## config.mk

```make
export PLATFORM = sky130hd
export DESIGN_NAME = bus_arbiter2
export DESIGN_NICKNAME = d
export VERILOG_FILES = /design/src/rtl/bus_arbiter2.sv
export SDC_FILE = /design/constraint.sdc
export NUM_CORES = 1
export LEC_CHECK = 0
export BUFFER_PORTS_ARGS = -buffer_cell sky130_fd_sc_hd__clkbuf_2
export CORE_ASPECT_RATIO = 0.7
export CORE_MARGIN = 2
export CORE_UTILIZATION = 40
export CTS_CLUSTER_SIZE = 28
export DETAILED_ROUTE_END_ITERATION = 7
export HOLD_SLACK_MARGIN = 0.03
export PLACE_DENSITY = 0.77
export SLEW_MARGIN = 5
export SYNTH_ARGS = -nofsm -noshare
export SYNTH_HDL_FRONTEND = slang
export SYNTH_SLANG_ARGS = --single-unit
```

## constraint.sdc

```tcl
create_clock -name i_clk -period 1.7 [get_ports i_clk]
set_input_delay 0.51 -clock i_clk [delete_from_list [all_inputs] [get_ports i_clk]]
set_output_delay 0.51 -clock i_clk [all_outputs]
set_load 0.005 [all_outputs]
```

## src/rtl/bus_arbiter2.sv

```systemverilog
// Two-port round-robin arbiter for the shared 32-bit peripheral bus.
// Optional macro BUS_ARB_TIMEOUT_EN adds a WAIT-state timeout that forces an erroring ack.
module bus_arbiter2 #(
   parameter int unsigned TIMEOUT_CYCLES = 255
) (
   input  logic        i_clk,
   input  logic        i_rstn,
   input  logic        i_req0,
   input  logic        i_req1,
   input  logic        i_we0,
   input  logic        i_we1,
   input  logic [31:0] i_addr0,
   input  logic [31:0] i_addr1,
   input  logic [31:0] i_wdata0,
   input  logic [31:0] i_wdata1,
   output logic        o_ack0,
   output logic        o_ack1,
   output logic [31:0] o_rdata,
   output logic        o_err,
   output logic [1:0]  o_grant,
   output logic        o_busy,
   output logic        o_bus_stb,
   output logic        o_bus_we,
   output logic [31:0] o_bus_addr,
   output logic [31:0] o_bus_wdata,
   input  logic [31:0] i_bus_rdata,
   input  logic        i_bus_ready
);

   typedef enum logic [1:0] {
      ST_IDLE  = 2'd0,
      ST_ISSUE = 2'd1,
      ST_WAIT  = 2'd2,
      ST_ACK   = 2'd3
   } state_t;

   state_t state_r;
   logic   last_grant_r;
   logic   win_s;
   logic   any_req_s;

   if ((TIMEOUT_CYCLES < 1) || (TIMEOUT_CYCLES > 255)) begin : g_timeout_range_invalid
      $error("bus_arbiter2: TIMEOUT_CYCLES must be 1..255");
   end

`ifdef BUS_ARB_TIMEOUT_EN
   localparam logic [7:0] TIMEOUT_C = 8'(TIMEOUT_CYCLES);
   logic [7:0] wait_cnt_r;
   logic       err_r;
   assign o_err = err_r;
`else
   assign o_err = 1'b0;
`endif

   assign any_req_s = i_req0 | i_req1;

   // Round-robin pick: a lone request wins; on a tie the port not granted last time wins.
   always_comb begin
      win_s = 1'b0;
      if (i_req0 && i_req1) begin
         win_s = ~last_grant_r;
      end else if (i_req1) begin
         win_s = 1'b1;
      end else begin
         win_s = 1'b0;
      end
   end

   // Transaction FSM; every output is a register updated here.
   always_ff @(posedge i_clk or negedge i_rstn) begin
      if (!i_rstn) begin
         state_r      <= ST_IDLE;
         last_grant_r <= 1'b1;
         o_ack0       <= 1'b0;
         o_ack1       <= 1'b0;
         o_rdata      <= 32'd0;
         o_grant      <= 2'b00;
         o_busy       <= 1'b0;
         o_bus_stb    <= 1'b0;
         o_bus_we     <= 1'b0;
         o_bus_addr   <= 32'd0;
         o_bus_wdata  <= 32'd0;
`ifdef BUS_ARB_TIMEOUT_EN
         wait_cnt_r   <= 8'd0;
         err_r        <= 1'b0;
`endif
      end else begin
         case (state_r)
            ST_IDLE: begin
               if (any_req_s) begin
                  last_grant_r <= win_s;
                  o_grant      <= win_s ? 2'b10 : 2'b01;
                  o_bus_we     <= win_s ? i_we1 : i_we0;
                  o_bus_addr   <= win_s ? i_addr1 : i_addr0;
                  o_bus_wdata  <= win_s ? i_wdata1 : i_wdata0;
                  o_bus_stb    <= 1'b1;
                  o_busy       <= 1'b1;
                  state_r      <= ST_ISSUE;
               end else begin
                  state_r      <= ST_IDLE;
               end
            end
            ST_ISSUE: begin
               o_bus_stb <= 1'b0;
               if (i_bus_ready) begin
                  o_rdata <= i_bus_rdata;
                  o_ack0  <= o_grant[0];
                  o_ack1  <= o_grant[1];
`ifdef BUS_ARB_TIMEOUT_EN
                  err_r   <= 1'b0;
`endif
                  state_r <= ST_ACK;
               end else begin
`ifdef BUS_ARB_TIMEOUT_EN
                  wait_cnt_r <= 8'd0;
`endif
                  state_r <= ST_WAIT;
               end
            end
            ST_WAIT: begin
               if (i_bus_ready) begin
                  o_rdata <= i_bus_rdata;
                  o_ack0  <= o_grant[0];
                  o_ack1  <= o_grant[1];
`ifdef BUS_ARB_TIMEOUT_EN
                  err_r   <= 1'b0;
`endif
                  state_r <= ST_ACK;
               end
`ifdef BUS_ARB_TIMEOUT_EN
               // The cycle that would bring the count to the limit forces completion instead.
               else if ((wait_cnt_r + 8'd1) == TIMEOUT_C) begin
                  o_rdata <= 32'd0;
                  o_ack0  <= o_grant[0];
                  o_ack1  <= o_grant[1];
                  err_r   <= 1'b1;
                  state_r <= ST_ACK;
               end else begin
                  wait_cnt_r <= wait_cnt_r + 8'd1;
                  state_r    <= ST_WAIT;
               end
`else
               else begin
                  state_r <= ST_WAIT;
               end
`endif
            end
            ST_ACK: begin
               o_ack0  <= 1'b0;
               o_ack1  <= 1'b0;
               o_grant <= 2'b00;
               o_busy  <= 1'b0;
`ifdef BUS_ARB_TIMEOUT_EN
               err_r   <= 1'b0;
`endif
               state_r <= ST_IDLE;
            end
            default: begin
               o_ack0    <= 1'b0;
               o_ack1    <= 1'b0;
               o_grant   <= 2'b00;
               o_busy    <= 1'b0;
               o_bus_stb <= 1'b0;
               state_r   <= ST_IDLE;
            end
         endcase
      end
   end

endmodule

```

==> flow_metrics.tcl <==
set metrics [dict create \
    drt_iter0_drc 145 \
    clock_path_buffers 2 \
    synth_seq_cells 106 \
    placedCellCount 875 \
    overflow 0 \
    antenna_found_initial 0 \
    r2r-end "o_rdata[13]" \
    r2r-start "state_r[0]" \
    rows 32 \
    yosysTopAreaCell "dfrtp_1" \
    crit_arrival_ns 1.83 \
    grt_pass1_wl_mm 20.27 \
    cts-buffers-inserted 9 \
    nFillCells 949 \
    syn_area_sq_mm 0.004666 \
    synth-xor-area-share 0 \
    dp_hpwl_mm 9.736 \
    syn-num-nets 648 \
    start_kind "flop" \
    dieArea_sq_mm 0.01256 \
    synth-compound-area-share 0.1142 \
    finClkSkew_ns 0.009058 \
    slowest_delay_ns 0.41 \
    muxShareOfSynthArea 0.07723 \
    clk_pin_slew_ns 0.07 \
    gp_congestion 0.7944 \
    pin_count 271 \
    synth_cells 477 \
    setup_viol 0 \
    wl_per_cell_um 14.35 \
    seq_area_frac_synth 0.5688 \
    synth.most_common_cell "nand2_1" \
    hp-class "input port to async pin" \
    synth_top_family_by_area "simple AND/OR/NAND/NOR gates" \
    outcome "finished, final reports clean" \
    period_needed_ns 1.599 \
    timing.final.crit_share 0.9404 \
    cts-root-buf "clkbuf_16" \
    async_flop_share 1.000 \
    netlist_top_cells_count "135 x nand2_1, 105 x dfrtp_1, 68 x a31oi_1, 68 x nor2_1, 32 x mux2_2" \
    die_y_um 94.36 \
    grt_setup_unrepaired "false" \
    drtPass1Iterations 5 \
    cap_violations 0 \
    ff2ff_setup_slack_ns 0.10 \
    cts_tree "yes" \
    core_area_sq_mm 0.01117 \
    h-tree-depth 3 \
    start_util 0.4177 \
    routed_wl_mm 12.77 \
    grt_usage 0.2012 \
    synth_flop_cell "dfrtp_1" \
    via_count 4322 \
    cpMaxStageDelayCell "dfrtp_1" \
    synth_fa_ha_area_frac 0.01073 \
    crit_family "flip-flops" \
    antenna_cells 0 \
    nets 904 \
    drive_gt1_frac 0.4532 \
    finalHoldViolCount 0 \
    clkLatencyLatePin_ns 0.35 \
    ant_nets 0 \
    cp_max_fo 27 \
    yosys_warnings 0 \
    worstPathRequired_ns 1.93 \
    drc_errors 0 \
    fmax_mhz 625.5 \
    crit_buf_inv 2 \
    peakVddDrop_mv 0.8931 \
    power-per-cell-area_mw_per_mm2 1754 \
    tns_ns 0 \
    fp.dieW_um 133.1 \
    p_leak_nw 3.293 \
    area_growth_syn_to_layout_pct 38.48 \
    grt_max_degree 59 \
    synth-edff-count 0 \
    synthDistinctLibCells 27 \
    yosys.area_share.simple 0.1738 \
    maxSlewViolCount 0 \
    yosys-top-cells-area "dfrtp_1 56%, nand2_1 11%, a31oi_1 9.1%, mux2_2 7.7%, nor2_1 5.5%" \
    fin_cells 890 \
    worstRegToRegCells 5 \
    criticalPathCategory "flop to flop" \
    p_total_mw 11.34 \
    syn_area_per_cell_sq_um 9.781 \
    io_buffers 269 \
    first_global_vias 4360 \
    routed_via_density 4.856 \
    crit_path_cell_trace "inv_1 > ha_2 > nand2_2 > buf_12 > mux2_2" \
    cp-end-kind "flop" \
    netlist.area_leader.share 0.5632 \
    clkSinkCount 106 \
]
layer usage:
| layer | global-route usage | vias to the layer above | wire length [um] |
|---|---|---|---|
| li1 | - | 2114 | - |
| met1 | 0.2411 | 2022 | 5139 |
| met2 | 0.3592 | 177 | 6409 |
| met3 | 0.06173 | 9 | 1109 |
| met4 | 0.04839 | 0 | 114 |
| met5 | 0 | - | 0 |
power breakdown:
| part | switching (mW) | internal, mW |
|---|---|---|
| clock network | 0.934 | 1.00 |
| registers | 0.742 | 3.83 |
| logic | 2.40 | 2.43 |
through the flow:
| stage | util | hold WS, ns | instance area [sq um] | worst slack, ns |
|---|---|---|---|---|
| 2_1_floorplan | - | 0.2144 | 4666 | 0.09011 |
| 3_3_place_gp | 0.5533 | 0.4413 | 6181 | 0.1026 |
| 3_5_place_dp | 0.5533 | 0.4460 | 6181 | 0.02559 |
| 4_1_cts | 0.5782 | 0.06719 | 6459 | 0.03456 |
| 5_1_grt | 0.5784 | 0.08856 | 6461 | 0.006338 |
| 6_report | 0.5784 | 0.06488 | 6461 | 0.1014 |
final cells by class:
class | count | area [sq um] | area share
tap | 153 | 191.4 | 0.02963
multi-input combinational | 332 | 1778 | 0.2752
clock inverter | 6 | 50.05 | 0.007746
sequential | 106 | 2654 | 0.4107
inverter | 3 | 11.26 | 0.001743
clock buffer | 9 | 225.2 | 0.03486
timing repair buffer | 281 | 1551 | 0.2401
placed cells by master (no fill, tap or decap):
cell | synthesis | final
nand2_2 | 0 | 1
conb_1 | 1 | 1
buf_4 | 8 | 4
mux2_2 | 32 | 32
ha_1 | 4 | 3
inv_1 | 3 | 3
inv_6 | 0 | 2
dfrtp_1 | 105 | 105
dfstp_2 | 1 | 1
nand2b_1 | 2 | 2
ha_2 | 0 | 1
clkinvlp_4 | 0 | 2
o311ai_0 | 1 | 1
clkbuf_2 | 0 | 268
nor2b_1 | 4 | 4
clkbuf_16 | 0 | 9
a31oi_1 | 68 | 68
o21ai_1 | 1 | 1
nand2_1 | 135 | 134
o21a_4 | 0 | 1
a22o_1 | 1 | 1
nand3_1 | 1 | 1
a32oi_1 | 1 | 1
a21boi_4 | 0 | 1
nor2_1 | 68 | 68
a21oi_1 | 2 | 2
o21ai_0 | 6 | 6
a21bo_2 | 0 | 1
a21o_1 | 1 | 1
buf_12 | 0 | 9
and2_1 | 1 | 1
clkinv_4 | 0 | 2
kinds of logic after synthesis:
group | count (synthesis)
and+or+nand+nor | 211
DFF | 106
AOI/OAI and AO/OA | 84
buffers and inverters | 39
muxes | 32
adders and majority gates | 4
other | 1
registers in the layout, indices dropped and copies added (netlist names), 2 cells and up:
signal / cells
o_bus_addr: 32
o_bus_wdata: 32
o_rdata: 32
o_grant: 2
state_r: 2
how the worst max path moves through the flow:
stage	from	to	slack, ns	depth (start not counted)
finish	state_r[0]	o_rdata[13]	0.10	5
global route	state_r[0]	o_rdata[12]	0.006	5
CTS	state_r[0]	o_rdata[19]	0.03	5
detailed placement	state_r[0]	o_rdata[26]	0.03	5
global placement	state_r[0]	o_rdata[13]	0.10	5
floorplan	state_r[0]	o_rdata[10]	0.09	5
repair_timing:
item                       in CTS  in global routing
hold buffers                    0                  0
setup buffers                   0                  0
setup endpoints to repair       7                 32
resized for setup               1                  1
Note: power is estimated with default switching activity, not from simulation.
